## config.mk

```make
export PLATFORM = sky130hd
export DESIGN_NAME = imem_loader
export DESIGN_NICKNAME = d
export VERILOG_FILES = /design/src/rtl/imem_loader_pkg.sv /design/src/rtl/imem_loader_byte_packer.sv /design/src/rtl/imem_loader.sv
export SDC_FILE = /design/constraint.sdc
export NUM_CORES = 1
export LEC_CHECK = 0
export ABC_AREA = 1
export ABC_CLOCK_PERIOD_IN_PS = 5900
export CAP_MARGIN = 20
export CORE_MARGIN = 10
export CORE_UTILIZATION = 55
export CTS_CLUSTER_SIZE = 30
export DETAILED_ROUTE_END_ITERATION = 7
export MAX_ROUTING_LAYER = met4
export PLACE_DENSITY = 0.79
export SLEW_MARGIN = 20
export SYNTH_ARGS = -nofsm -noshare
export SYNTH_HDL_FRONTEND = slang
export SYNTH_SLANG_ARGS = --single-unit
export TNS_END_PERCENT = 10
```

## constraint.sdc

```tcl
create_clock -name clock -period 5.9 [get_ports clock]
set_input_delay 1.77 -clock clock [delete_from_list [all_inputs] [get_ports clock]]
set_output_delay 1.77 -clock clock [all_outputs]
set_load 0.01 [all_outputs]
```

## src/rtl/imem_loader_pkg.sv

```systemverilog
// Shared types and constants for the instruction-memory boot loader.
package imem_loader_pkg;

    typedef enum logic [2:0] {
        ST_HDR0  = 3'd0,
        ST_HDR1  = 3'd1,
        ST_DATA  = 3'd2,
        ST_CSUM  = 3'd3,
        ST_DONE  = 3'd4,
        ST_ERROR = 3'd5
    } state_t;

    localparam int unsigned HDR_LEN = 2;
    localparam int unsigned CSUM_W  = 8;
    localparam int unsigned WORD_W  = 32;

    // States in which the loader accepts stream bytes.
    function automatic logic is_accepting(input state_t s);
        return (s == ST_HDR0) || (s == ST_HDR1) || (s == ST_DATA) || (s == ST_CSUM);
    endfunction

endpackage

```

## src/rtl/imem_loader_byte_packer.sv

```systemverilog
// Packs accepted payload bytes little-endian into 32-bit words.
module byte_packer
    import imem_loader_pkg::*;
(
    input  logic              clock,
    input  logic              reset,
    input  logic              clear,
    input  logic              accept,
    input  logic [7:0]        byte_in,
    output logic [WORD_W-1:0] word_c,
    output logic              word_done_c
);

    logic [1:0]        lane_q, lane_d;
    logic [WORD_W-1:0] shreg_q, shreg_d;

    always_ff @(posedge clock or posedge reset) begin
        if (reset) begin
            lane_q  <= '0;
            shreg_q <= '0;
        end else begin
            lane_q  <= lane_d;
            shreg_q <= shreg_d;
        end
    end

    // Current partial word with this cycle's byte dropped into its lane.
    always_comb begin
        lane_d      = lane_q;
        shreg_d     = shreg_q;
        word_c      = shreg_q;
        word_c[{lane_q, 3'b000} +: 8] = byte_in;
        word_done_c = accept && (lane_q == 2'd3);
        if (clear) begin
            lane_d  = '0;
            shreg_d = '0;
        end else if (accept) begin
            lane_d  = 2'(lane_q + 2'd1);
            shreg_d = word_done_c ? '0 : word_c;
        end
    end

endmodule

```

## src/rtl/imem_loader.sv

```systemverilog
// Boot loader: parses a counted byte stream, writes words to instruction
// memory, verifies the XOR checksum and releases the core on success.
module imem_loader
    import imem_loader_pkg::*;
#(
    parameter int unsigned           DEPTH_WORDS = 256,
    parameter int unsigned           ADDR_WIDTH  = 32,
    parameter logic [ADDR_WIDTH-1:0] BASE_ADDR   = '0
) (
    input  logic                  clock,
    input  logic                  reset,
    input  logic [7:0]            byte_in,
    input  logic                  byte_valid,
    output logic                  byte_ready,
    input  logic                  start,
    output logic                  mem_we,
    output logic [ADDR_WIDTH-1:0] mem_addr,
    output logic [31:0]           mem_wdata,
    output logic                  core_reset,
    output logic                  load_done,
    output logic                  load_error
);

    state_t                state_q, state_d;
    logic [7:0]            cnt_lo_q, cnt_lo_d;
    logic [15:0]           count_q, count_d;
    logic [15:0]           word_index_q, word_index_d;
    logic [CSUM_W-1:0]     xor_q, xor_d;
    logic                  byte_ready_q, byte_ready_d;
    logic                  mem_we_q, mem_we_d;
    logic [ADDR_WIDTH-1:0] mem_addr_q, mem_addr_d;
    logic [31:0]           mem_wdata_q, mem_wdata_d;
    logic                  core_reset_q, core_reset_d;
    logic                  load_done_q, load_done_d;
    logic                  load_error_q, load_error_d;

    logic              fire_c;
    logic              pack_accept_c;
    logic              pack_clear_c;
    logic [WORD_W-1:0] word_c;
    logic              word_done_c;
    logic [31:0]       hdr_count_c;
    logic [15:0]       next_index_c;

    byte_packer u_packer (
        .clock       (clock),
        .reset       (reset),
        .clear       (pack_clear_c),
        .accept      (pack_accept_c),
        .byte_in     (byte_in),
        .word_c      (word_c),
        .word_done_c (word_done_c)
    );

    always_ff @(posedge clock or posedge reset) begin
        if (reset) begin
            state_q      <= ST_HDR0;
            cnt_lo_q     <= '0;
            count_q      <= '0;
            word_index_q <= '0;
            xor_q        <= '0;
            byte_ready_q <= 1'b0;
            mem_we_q     <= 1'b0;
            mem_addr_q   <= BASE_ADDR;
            mem_wdata_q  <= '0;
            core_reset_q <= 1'b1;
            load_done_q  <= 1'b0;
            load_error_q <= 1'b0;
        end else begin
            state_q      <= state_d;
            cnt_lo_q     <= cnt_lo_d;
            count_q      <= count_d;
            word_index_q <= word_index_d;
            xor_q        <= xor_d;
            byte_ready_q <= byte_ready_d;
            mem_we_q     <= mem_we_d;
            mem_addr_q   <= mem_addr_d;
            mem_wdata_q  <= mem_wdata_d;
            core_reset_q <= core_reset_d;
            load_done_q  <= load_done_d;
            load_error_q <= load_error_d;
        end
    end

    assign fire_c        = byte_valid && byte_ready_q;
    assign pack_accept_c = fire_c && (state_q == ST_DATA);
    assign hdr_count_c   = 32'({byte_in, cnt_lo_q});
    assign next_index_c  = 16'(word_index_q + 16'd1);

    always_comb begin
        state_d      = state_q;
        cnt_lo_d     = cnt_lo_q;
        count_d      = count_q;
        word_index_d = word_index_q;
        xor_d        = xor_q;
        mem_we_d     = 1'b0;
        mem_addr_d   = mem_addr_q;
        mem_wdata_d  = mem_wdata_q;
        pack_clear_c = 1'b0;

        case (state_q)
            ST_HDR0: begin
                if (fire_c) begin
                    cnt_lo_d = byte_in;
                    state_d  = ST_HDR1;
                end
            end
            ST_HDR1: begin
                if (fire_c) begin
                    count_d = hdr_count_c[15:0];
                    if (hdr_count_c > DEPTH_WORDS) begin
                        state_d = ST_ERROR;
                    end else if (hdr_count_c == 32'd0) begin
                        state_d = ST_CSUM;
                    end else begin
                        state_d = ST_DATA;
                    end
                end
            end
            ST_DATA: begin
                if (fire_c) begin
                    xor_d = xor_q ^ byte_in;
                    if (word_done_c) begin
                        mem_we_d     = 1'b1;
                        mem_wdata_d  = word_c;
                        mem_addr_d   = BASE_ADDR + ADDR_WIDTH'({word_index_q, 2'b00});
                        word_index_d = next_index_c;
                        if (next_index_c == count_q) begin
                            state_d = ST_CSUM;
                        end
                    end
                end
            end
            ST_CSUM: begin
                if (fire_c) begin
                    state_d = (byte_in == xor_q) ? ST_DONE : ST_ERROR;
                end
            end
            ST_DONE, ST_ERROR: begin
                if (start) begin
                    state_d      = ST_HDR0;
                    word_index_d = '0;
                    xor_d        = '0;
                    pack_clear_c = 1'b1;
                end
            end
            default: state_d = ST_HDR0;
        endcase

        // Status flags follow the state being entered so they are registered.
        byte_ready_d = is_accepting(state_d);
        load_done_d  = (state_d == ST_DONE);
        load_error_d = (state_d == ST_ERROR);
        core_reset_d = (state_d != ST_DONE);
    end

    assign byte_ready = byte_ready_q;
    assign mem_we     = mem_we_q;
    assign mem_addr   = mem_addr_q;
    assign mem_wdata  = mem_wdata_q;
    assign core_reset = core_reset_q;
    assign load_done  = load_done_q;
    assign load_error = load_error_q;

endmodule

```

==> out/metrics.yaml <==
synth:
  synthArstFlopShare: 1.00
  synth-seq-area-share: 0.524
  synth_ff_type: "dfrtp_1"
  yosys_warnings: 0
  synthTopCellsByArea: "dfrtp_1 52%, nand2_1 13%, o21ai_0 7.0%"
  netlist_instances: 795
  synth_edf_count: 0
  synth_top_area_share: 0.520
  ys_seq_elements: 138
  avgSynthCellArea_um2: 8.29
  yosysMostFrequentCell: "nand2_1"
  synth_common_cells: "223 x nand2_1, 137 x dfrtp_1, 98 x inv_1, 92 x o21ai_0, 58 x nand3_1"
  ys_types: 29
  syn_area_mm2: 0.00659
  yosys.area.top_type: "dfrtp_1"
power_and_ir_drop:
  vdd_ir_drop_max_mv: 0.240
  finalPower_uw: 3190
  p_per_area_mw_per_mm2: 407
  p_leak_uw: 0.00369
critical_path:
  worstRegToRegCells: 7
  cp.arrival_ns: 3.99
  cp-endpoint: "u_packer.shreg_q[25]"
  r2r_end: "u_packer.shreg_q[5]"
  r2r_start: "u_packer.lane_q[0]"
  end_kind: "register"
  criticalPathCategory: "in -> reg"
  reg2reg_slack_ns: 3.41
  crit_fanout: 29
  worstSetupStartpoint: "byte_valid"
  cp.required_ns: 6.18
  crit_path_start_kind: "input port"
die:
  start_util: 0.570
  die_h_um: 129
  die_area_mm2: 0.0168
  num_rows: 39
  die_x_um: 129
  core_mm2: 0.0116
  ios: 81
min_path:
  hold_path_class: "reg -> reg"
routing:
  vias: 5586
  wl_per_cell_um: 16.1
  drtPass1Iterations: 5
  ant_nets: 0
  viasPerCell: 5.55
  routed_wl_mm: 16.2
  drtIter0Drc: 650
  drcViolationCount: 0
place:
  gp_congestion: 0.902
  hpwl_mm: 11.3
  pre_cts_slack_ns: 1.78
  port_buffers: 64
sta:
  min_period_ns: 3.70
  maxSlewViolCount: 0
  maxSlewHeadroom: 0.409
  setup_viol_count_final: 0
  fin_crit_sh: 0.628
  hold_viol: 0
  finalSetupTns_ns: 0
  setup_ws_ns: 2.20
  clock.fmax_mhz: 270
  skew_ns: 0.00472
  rsz0062_at_grt: "false"
  worstMarginPinSlew_ns: 0.886
cts:
  postCtsResizedCells: 0
  post-cts-setup-buffer-count: 0
  cts.path.max_buffers: 2
  cts_hold_buf: 0
  clockRootBuffer: "clkbuf_16"
  path_clk_slew_ns: 0.06
  cts-htree-levels: 4
  cts_sinks: 138
  clkLatencyLatePin_ns: 0.42
  cts_tree: "yes"
  numCtsBuffers: 17
cells_and_area:
  final-seq-area_mm2: 0.00345
  finalNetCount: 869
  multi_input_area_mm2: 0.00257
  layout-drive-gt1-share: 0.0568
  fillers: 900
  diodes: 0
  syn_to_final_growth_pct: 19.1
global_route:
  grt_start_max_net_pins: 81
  grt_usage: 0.209
  first_global_vias: 5601
  overflow: 0
  antenna_found_initial: 0
  grt_first_pass_wirelength_mm: 27.3
job:
  max_cap_viol_count: 0
status:
  status: "complete, no violations"
-- placed cells by master, fill, tap and decap left out, types with 4 or more instances in the layout --
cell             count
conb_1              16
xor2_1               8
dfrtp_1            137
clkbuf_8             6
nand3b_1             4
nor2_1              24
a22o_1               5
o22ai_1             40
nand2_2              4
o21ai_0             92
nor3_1               5
clkdlybuf4s50_1     64
nand2_1            223
xnor2_1              5
nor2_2               5
nand4_1             20
nand3_1             58
ha_1                 7
clkbuf_16           17
inv_1               97
-- report_power, final --
part	internal, µW	total [µW]	switching (µW)
combinational	340	834	494
sequential	1200	1330	128
clock	645	1030	387
total	2180	3190	1010
-- stage by stage --
step                 util  instance area (µm²)  instances  hold slack, ns
floorplan               -                 6650        810           0.453
finish              0.678                 7850       1006           0.477
global route        0.678                 7850       1006           0.493
CTS                 0.678                 7840       1006           0.480
detailed placement  0.628                 7260        974           0.464
global placement    0.628                 7260        974           0.465
-- worst min path at each step --
| stage | startpoint | end | slack, ns | cells after the start |
|---|---|---|---|---|
| finish | mem_wdata[17] | mem_wdata[17] | 0.48 | 2 |
| global route | mem_wdata[19] | mem_wdata[19] | 0.49 | 2 |
| CTS | mem_wdata[17] | mem_wdata[17] | 0.48 | 2 |
| detailed placement | mem_wdata[17] | mem_wdata[17] | 0.46 | 2 |
| global placement | mem_addr[15] | mem_addr[15] | 0.46 | 2 |
| floorplan | cnt_lo_q[0] | cnt_lo_q[0] | 0.45 | 2 |
-- cell families after synthesis --
logic type | count (synthesis) | synth area share
simple gates | 348 | 0.229
buf+inv | 146 | 0.0938
compound gates | 141 | 0.118
flops | 138 | 0.524
xor+xnor | 14 | 0.0207
fa+ha+maj | 7 | 0.0133
other cells | 1 | 0.000569
-- worst max-delay path: stages --
cell	delay [ns]
clkdlybuf4s50_1	0.46
nand2_1	0.13
nor2_4	0.27
nand2_2	0.09
nand2_2	0.34
inv_1	0.52
nand2_1	0.31
o22ai_1	0.10
-- metal layers --
layer | track usage | part of all wire | vias up
li1 | - | - | 2671
met1 | 0.242 | 0.43 | 2709
met2 | 0.344 | 0.50 | 173
met3 | 0.0518 | 0.052 | 33
met4 | 0.0807 | 0.020 | 0
met5 | - | 0 | -
-- sequential cells by signal (all words and copies together), names as in the netlist, 2 cells and up --
register          cells
u_packer.shreg_q     32
count_q              16
word_index_q         16
mem_wdata            32
cnt_lo_q              8
mem_addr             16
u_packer.lane_q       2
state_q               3
xor_q                 8
-- layout make-up --
cell class | instances | share of cell area
Inverter | 99 | 0.0480
Clock buffer | 26 | 0.0662
Tap cell | 143 | 0.0228
Timing Repair Buffer | 68 | 0.0871
Multi-Input combinational cell | 526 | 0.328
Sequential cell | 138 | 0.440
Clock inverter | 6 | 0.00766
Note: power is estimated with default switching activity, not from simulation.
